[config.mk]
export PLATFORM = sky130hd
export DESIGN_NAME = hsv_core_commit
export DESIGN_NICKNAME = d
export VERILOG_FILES = /design/src/rtl/hsv_core_commit.sv
export SDC_FILE = /design/constraint.sdc
export NUM_CORES = 1
export LEC_CHECK = 0
export CAP_MARGIN = 20
export CELL_PAD_IN_SITES_DETAIL_PLACEMENT = 1
export CELL_PAD_IN_SITES_GLOBAL_PLACEMENT = 2
export CORE_AREA = 2 2 155 157
export DETAILED_ROUTE_END_ITERATION = 10
export DIE_AREA = 0 0 157 159
export DONT_BUFFER_PORTS = 1
export PLACE_DENSITY_LB_ADDON = 0.12
export SLEW_MARGIN = 30
export SYNTH_ARGS = -nofsm -noshare
export SYNTH_HDL_FRONTEND = slang
export SYNTH_SLANG_ARGS = --single-unit
[constraint.sdc]
create_clock -name clk_core -period 5.25 [get_ports clk_core]
set_input_delay 1.05 -clock clk_core [delete_from_list [all_inputs] [get_ports clk_core]]
set_output_delay 1.05 -clock clk_core [all_outputs]
set_load 0.03 [all_outputs]
[src/rtl/hsv_core_commit.sv]
// In-order commit/writeback stage: tracks the unit order of issued instructions,
// retires unit results strictly in that order, writes the register file and raises flushes.
module hsv_core_commit #(
    parameter int ORDER_DEPTH = 8,
    parameter int NUM_REGS    = 32
) (
    input  logic                clk_core,
    input  logic                rst_core_n,
    input  logic                issue_valid,
    input  logic [1:0]          issue_unit,
    output logic                order_full,

    input  logic                alu_valid_i,
    input  logic [4:0]          alu_rd_addr,
    input  logic [31:0]         alu_rd_value,
    input  logic                alu_write,
    input  logic                alu_redirect,
    input  logic [31:0]         alu_redirect_pc,
    output logic                alu_stall_o,

    input  logic                branch_valid_i,
    input  logic [4:0]          branch_rd_addr,
    input  logic [31:0]         branch_rd_value,
    input  logic                branch_write,
    input  logic                branch_redirect,
    input  logic [31:0]         branch_redirect_pc,
    output logic                branch_stall_o,

    input  logic                ctrl_status_valid_i,
    input  logic [4:0]          ctrl_status_rd_addr,
    input  logic [31:0]         ctrl_status_rd_value,
    input  logic                ctrl_status_write,
    input  logic                ctrl_status_redirect,
    input  logic [31:0]         ctrl_status_redirect_pc,
    output logic                ctrl_status_stall_o,

    input  logic                mem_valid_i,
    input  logic [4:0]          mem_rd_addr,
    input  logic [31:0]         mem_rd_value,
    input  logic                mem_write,
    input  logic                mem_redirect,
    input  logic [31:0]         mem_redirect_pc,
    output logic                mem_stall_o,

    output logic                rd_wr_en,
    output logic [4:0]          rd_wr_addr,
    output logic [31:0]         rd_wr_data,
    output logic [NUM_REGS-1:0] commit_mask,
    output logic                flush_req,
    output logic [31:0]         flush_pc
);
    localparam int AW = $clog2(ORDER_DEPTH);
    localparam int PW = AW + 1;

    logic [1:0]          queue_q [ORDER_DEPTH];
    logic [PW-1:0]       wr_ptr_q, wr_ptr_d;
    logic [PW-1:0]       rd_ptr_q, rd_ptr_d;

    logic                rd_wr_en_q;
    logic [4:0]          rd_wr_addr_q;
    logic [31:0]         rd_wr_data_q;
    logic [NUM_REGS-1:0] commit_mask_q;
    logic                flush_req_q;
    logic [31:0]         flush_pc_q;

    // Unit-indexed views of the four result ports (index = unit ID)
    logic [3:0]          valid_s, write_s, redirect_s, stall_s;
    logic [4:0]          rd_addr_s     [4];
    logic [31:0]         rd_value_s    [4];
    logic [31:0]         redirect_pc_s [4];

    logic                empty_s, full_s, push_s, commit_s, redirect_commit_s;
    logic [1:0]          head_s;

    assign valid_s    = {mem_valid_i, ctrl_status_valid_i, branch_valid_i, alu_valid_i};
    assign write_s    = {mem_write, ctrl_status_write, branch_write, alu_write};
    assign redirect_s = {mem_redirect, ctrl_status_redirect, branch_redirect, alu_redirect};
    assign rd_addr_s[0] = alu_rd_addr;
    assign rd_addr_s[1] = branch_rd_addr;
    assign rd_addr_s[2] = ctrl_status_rd_addr;
    assign rd_addr_s[3] = mem_rd_addr;
    assign rd_value_s[0] = alu_rd_value;
    assign rd_value_s[1] = branch_rd_value;
    assign rd_value_s[2] = ctrl_status_rd_value;
    assign rd_value_s[3] = mem_rd_value;
    assign redirect_pc_s[0] = alu_redirect_pc;
    assign redirect_pc_s[1] = branch_redirect_pc;
    assign redirect_pc_s[2] = ctrl_status_redirect_pc;
    assign redirect_pc_s[3] = mem_redirect_pc;

    // Pointers carry one extra wrap bit: equal means empty, MSB-only difference means full
    assign empty_s = (wr_ptr_q == rd_ptr_q);
    assign full_s  = (wr_ptr_q[PW-1] != rd_ptr_q[PW-1]) &&
                     (wr_ptr_q[AW-1:0] == rd_ptr_q[AW-1:0]);
    assign head_s  = queue_q[rd_ptr_q[AW-1:0]];

    // Push/commit qualification; nothing moves during the flush cycle
    always_comb begin
        push_s            = 1'b0;
        commit_s          = 1'b0;
        redirect_commit_s = 1'b0;
        if (flush_req_q) begin
            push_s   = 1'b0;
            commit_s = 1'b0;
        end else begin
            push_s            = issue_valid & ~full_s;
            commit_s          = ~empty_s & valid_s[head_s];
            redirect_commit_s = ~empty_s & valid_s[head_s] & redirect_s[head_s];
        end
    end

    // Per-unit hold: a result waits until its unit is at the head of the order queue
    always_comb begin
        stall_s = 4'b0000;
        for (int u = 0; u < 4; u++) begin
            if (flush_req_q) begin
                stall_s[u] = 1'b0;
            end else begin
                stall_s[u] = valid_s[u] & ~(commit_s & (head_s == 2'(u)));
            end
        end
    end

    // Pointer next-state; a redirect discards every younger entry, including a same-cycle push
    always_comb begin
        wr_ptr_d = wr_ptr_q;
        rd_ptr_d = rd_ptr_q;
        if (push_s) begin
            wr_ptr_d = wr_ptr_q + PW'(1);
        end else begin
            wr_ptr_d = wr_ptr_q;
        end
        if (redirect_commit_s) begin
            rd_ptr_d = wr_ptr_d;
        end else if (commit_s) begin
            rd_ptr_d = rd_ptr_q + PW'(1);
        end else begin
            rd_ptr_d = rd_ptr_q;
        end
    end

    // Order queue storage and pointers
    always_ff @(posedge clk_core) begin
        if (!rst_core_n) begin
            wr_ptr_q <= {PW{1'b0}};
            rd_ptr_q <= {PW{1'b0}};
            for (int i = 0; i < ORDER_DEPTH; i++) begin
                queue_q[i] <= 2'b00;
            end
        end else begin
            wr_ptr_q <= wr_ptr_d;
            rd_ptr_q <= rd_ptr_d;
            if (push_s) begin
                queue_q[wr_ptr_q[AW-1:0]] <= issue_unit;
            end
        end
    end

    // Registered writeback and one-cycle flush
    always_ff @(posedge clk_core) begin
        if (!rst_core_n) begin
            rd_wr_en_q    <= 1'b0;
            rd_wr_addr_q  <= 5'd0;
            rd_wr_data_q  <= 32'd0;
            commit_mask_q <= {NUM_REGS{1'b0}};
            flush_req_q   <= 1'b0;
            flush_pc_q    <= 32'd0;
        end else begin
            flush_req_q <= redirect_commit_s;
            if (commit_s) begin
                rd_wr_en_q    <= write_s[head_s] & (rd_addr_s[head_s] != 5'd0);
                rd_wr_addr_q  <= rd_addr_s[head_s];
                rd_wr_data_q  <= rd_value_s[head_s];
                commit_mask_q <= write_s[head_s] ? (NUM_REGS'(1) << rd_addr_s[head_s])
                                                 : {NUM_REGS{1'b0}};
            end else begin
                rd_wr_en_q    <= 1'b0;
                commit_mask_q <= {NUM_REGS{1'b0}};
            end
            if (redirect_commit_s) begin
                flush_pc_q <= redirect_pc_s[head_s];
            end
        end
    end

    assign order_full          = full_s;
    assign alu_stall_o         = stall_s[0];
    assign branch_stall_o      = stall_s[1];
    assign ctrl_status_stall_o = stall_s[2];
    assign mem_stall_o         = stall_s[3];
    assign rd_wr_en            = rd_wr_en_q;
    assign rd_wr_addr          = rd_wr_addr_q;
    assign rd_wr_data          = rd_wr_data_q;
    assign commit_mask         = commit_mask_q;
    assign flush_req           = flush_req_q;
    assign flush_pc            = flush_pc_q;

endmodule
==> results list <==
- Status: finished, final reports clean
- Commonest non-fill, non-tap cells in the layout: nand2_1 (310), nand3_1 (117), dfxtp_1 (114)
* Unique masters post-synth: 58
- For the pin with the worst max-slew slack, the measured transition is 0.887 ns.
- Power comes to 5.93 mW.
- Summed over all instances, the cell type with the most area after synthesis is dfxtp_1.
* Clk Latency, worst-skew pair: 0.43 ns
* Number of inserted diodes: 0
- Multi-input gate area: 0.00409 mm^2
- PortBufs: 0
- Synthesized flop and latch total: 130
- The library cell used most frequently in the layout, excluding fill and tap cells, is nand2_1.
* CTS buffer count: 17
- In this run the tightest slew margin relative to its limit is 40.8%.
* Average cell area after synthesis: 7.23 um^2
* Share of the synthesized netlist area taken by xor and xnor gates: 0.860%
- Category of the worst setup path launch point: flop
* Unrepaired setup endpoints after global routing: false
* Slowest Stage Delay on Critical Path: 0.66 ns
- Counting every net in the synthesized netlist gives 1281.
- Largest voltage drop on the vdd net: 363 uV
- Yosys printed 0 warnings.
- Measured against the total synthesized area, the mux share comes to 7.65%.
* Resized cells post-CTS: 0
- DRC: 0
* Final Wtd Congestion: 0.791
- STA classifies the critical path endpoint as an output pin.
- Timing would allow up to 0.263 GHz.
- I/O pin count: 401
* Via count normalized by instance count: 5.38
* Clock network power share: 20.8%
- Summing the sequential cell areas from Yosys gives 38.7% of the chip area.
- Register area: 0.00276 mm^2
- Area of the core region: 0.0232 mm^2
- In this run the vertical extent of the chip is 159 um.
* Hold Buf Count CTS: 0
- Clock tree synthesis selected as its root buffer the cell clkbuf_16.
- The analysis attributes to net switching a power of 3.06 mW.
* Share of the synthesized area in the top cell type: 32.0%
- Post-route setup TNS: 0 ns
- For this design, the sink count on the clock tree is 130.
- TritonCTS built the clock tree.
- Global routing used 21.7% of the available tracks across all layers.
- # nets final: 1241
- Count of routing violations after the opening detailed-route iteration: 335
- In the post-synthesis netlist, the biggest area contributors are dfxtp_1 (32%), nand2_1 (16%), nand3_1 (8.2%).
- Summing the areas of all and, or, nand and nor instances in the mapped netlist gives 36.6% of the synthesized area.
- Number of enable-type register cells in the synthesized netlist: 16
- At the worst endpoint, the arrival time is 2.76 ns.
- The mapped netlist covers 0.00713 mm^2.
- After layout, the minimum clock period comes to 3.81 ns.
- The first global-routing pass estimated 41.3 mm of wire.
- The min-delay analysis places its worst path in the category reg2reg.
- In this run the most critical hold path is launched from rd_ptr_q[3]$_SDFFE_PN0P_.
- Lkg Pwr: 3.23 nW
* Final global-route overflow total: 0
- The via count of the first global-routing pass came to 7079.
- The worst setup path is of the reg2out kind.
- Clock-pin slew on the worst setup and hold paths: 0.06 ns
- In this run the core area contains 56 standard-cell rows.
* Largest net degree at the start of global routing: 79
- Post-Synthesis Cells: 986
* Width of the die: 157 um
- After synthesis, the largest family of logic cells by area is simple AND/OR/NAND/NOR gates.
* Power per cell area: 742 mW/mm^2
- Final setup violation count: 0
* Pre-Repair DR Iteration Count: 4
- Across the run, the number of max-cap violations was 0.
- Along the worst path, the maximum fanout reaches 71.
- Internal power comes to 2.87 mW.
* Final Skew: 0.0140 ns
- Traced cell by cell, the critical path runs through mux2_2 > o22a_1 > nand2_4 > a21oi_1 > buf_4.
- Post-CTS timing repair inserted 0 buffers for setup.
* Proportion of total power due to net switching: 51.6%
* Clock Tree Buf Depth: 2
* Worst path required time: 4.20 ns
* Total number of vias: 6874
- Fill count: 2870
- The most used flip-flop cell after synthesis is dfxtp_1.
- Sequential cells account for 31.4% of the total power.
- Combinational power share: 47.8%
- In the final routed layout, each cell accounts on average for 21.8 um.
- The initial antenna violation count came to 1.
- Compound-Gate Fraction of Synth Area: 11.2%
- Relative to the synthesized area, the layout overhead comes to 12.1%.
* Final worst-path cycle share: 72.5%
- The initial utilization of the core area, before any placement, comes to 30.7%.
- The number of failing hold endpoints at the final stage is 0.
- The final layout contains routed wiring with a total length of 27.9 mm.
- Async set-reset flop share out of synthesis: 0%
* Fraction of layout cells with a size suffix above 1: 7.30%
* Number of nets with antenna violations after detailed routing: 0
- Arithmetic-cell share of the synthesized area counting full adders, half adders and majority gates: 0.351%
- The floorplan step defined a die boundary enclosing 0.0250 mm^2.
- H-tree depth reported by CTS: 4
- After legalization and detailed placement, the total HPWL measured 20.9 mm.
- The total count of max-transition violations in the final report came to 0.
- Slowest-stage cell, CP: nand2_4
through the flow:
step / setup WS [ns] / hold WS, ns / cells / cell area (um^2) / util, %
floorplan: 1.56 / 0.483 / 986 / 7130 / -
CTS: 1.34 / 0.537 / 1278 / 8000 / 34.5
global route: 1.18 / 0.556 / 1278 / 8000 / 34.5
global placement: 1.63 / 0.514 / 1246 / 7390 / 31.9
detailed placement: 1.54 / 0.531 / 1246 / 7390 / 31.9
finish: 1.44 / 0.541 / 1278 / 8000 / 34.5
power by group through the flow:
stage	clock network [mW]	logic (mW)	registers, mW
2_1_floorplan	0	2.17	1.77
3_3_place_gp	0	2.88	1.90
3_5_place_dp	0	2.89	1.89
4_1_cts	1.27	2.90	1.87
5_1_grt	1.30	3.21	1.89
6_report	1.23	2.84	1.86
cells in the mapped netlist (all sizes together) (2+ instances only):
library cell / instances
nor2b: 3
a31oi: 37
nand3: 117
nand2b: 8
a221oi: 3
nand3b: 3
o211ai: 3
a2111oi: 3
a21oi: 43
mux4: 2
xor2: 3
and3: 35
mux2i: 44
dfxtp: 114
o21ai: 28
ha: 2
edfxtp: 16
inv: 2
nor3: 12
xnor2: 4
nor4: 5
o22ai: 3
clkbuf: 58
nor4b: 4
nand4: 5
nand2: 311
or3: 3
nor3b: 4
nor2: 64
buf: 18
mux2: 5
and2: 8
critical path: cells and delay by family (launching register included):
kind | cells | cell delay, ns
buffers and inverters | 1 | 0.21
muxes | 1 | 0.39
AOI/OAI and AO/OA | 2 | 0.54
and+or+nand+nor | 1 | 0.66
DFF | 1 | 0.50
area by class of cell:
| cell class | instances | area share [%] |
|---|---|---|
| multi-input cells | 777 | 51.1 |
| flip-flops and latches | 130 | 34.5 |
| clock buffers | 18 | 5.63 |
| well taps | 319 | 4.99 |
| clock inverters | 14 | 1.99 |
| repair buffers | 17 | 1.60 |
| inverters | 3 | 0.141 |
flip-flops by register name, summed over array words and instances (netlist names), named ones only:
register / cells
commit_mask: 32
flush_pc: 32
rd_wr_data: 32
queue_q: 16
rd_wr_addr: 5
rd_ptr_q: 4
wr_ptr_q: 4
flush_req: 1
rd_wr_en: 1
layer usage:
| metal | vias to the layer above | track usage, % | part of all wire (%) |
|---|---|---|---|
| met1 | 3265 | 23.6 | 39 |
| met5 | - | 0 | 0 |
| li1 | 3318 | - | - |
| met3 | 39 | 6.86 | 8.2 |
| met4 | 0 | 7.59 | 2.4 |
| met2 | 252 | 39.2 | 51 |
logic make-up after synthesis:
logic type               Yosys count
adder cells (fa/ha/maj)            2
AO/OA/AOI/OAI                    130
flip-flops                       130
buffers and inverters             79
multiplexers                      51
AND/OR/NAND/NOR                  587
XOR/XNOR                           7
path summary, 6_finish.rpt:
| path | cells after the start | slack, ns | end |
|---|---|---|---|
| worst max-delay path | 5 | 1.44 | alu_stall_o |
| worst min-delay path | 2 | 0.54 | rd_ptr_q[3]$_SDFFE_PN0P_ |
| worst max register to register | 8 | 1.63 | flop |
| worst min register to register | 2 | 0.54 | rd_ptr_q[3]$_SDFFE_PN0P_ |
No activity file was read; power rests on OpenSTA's default activity.
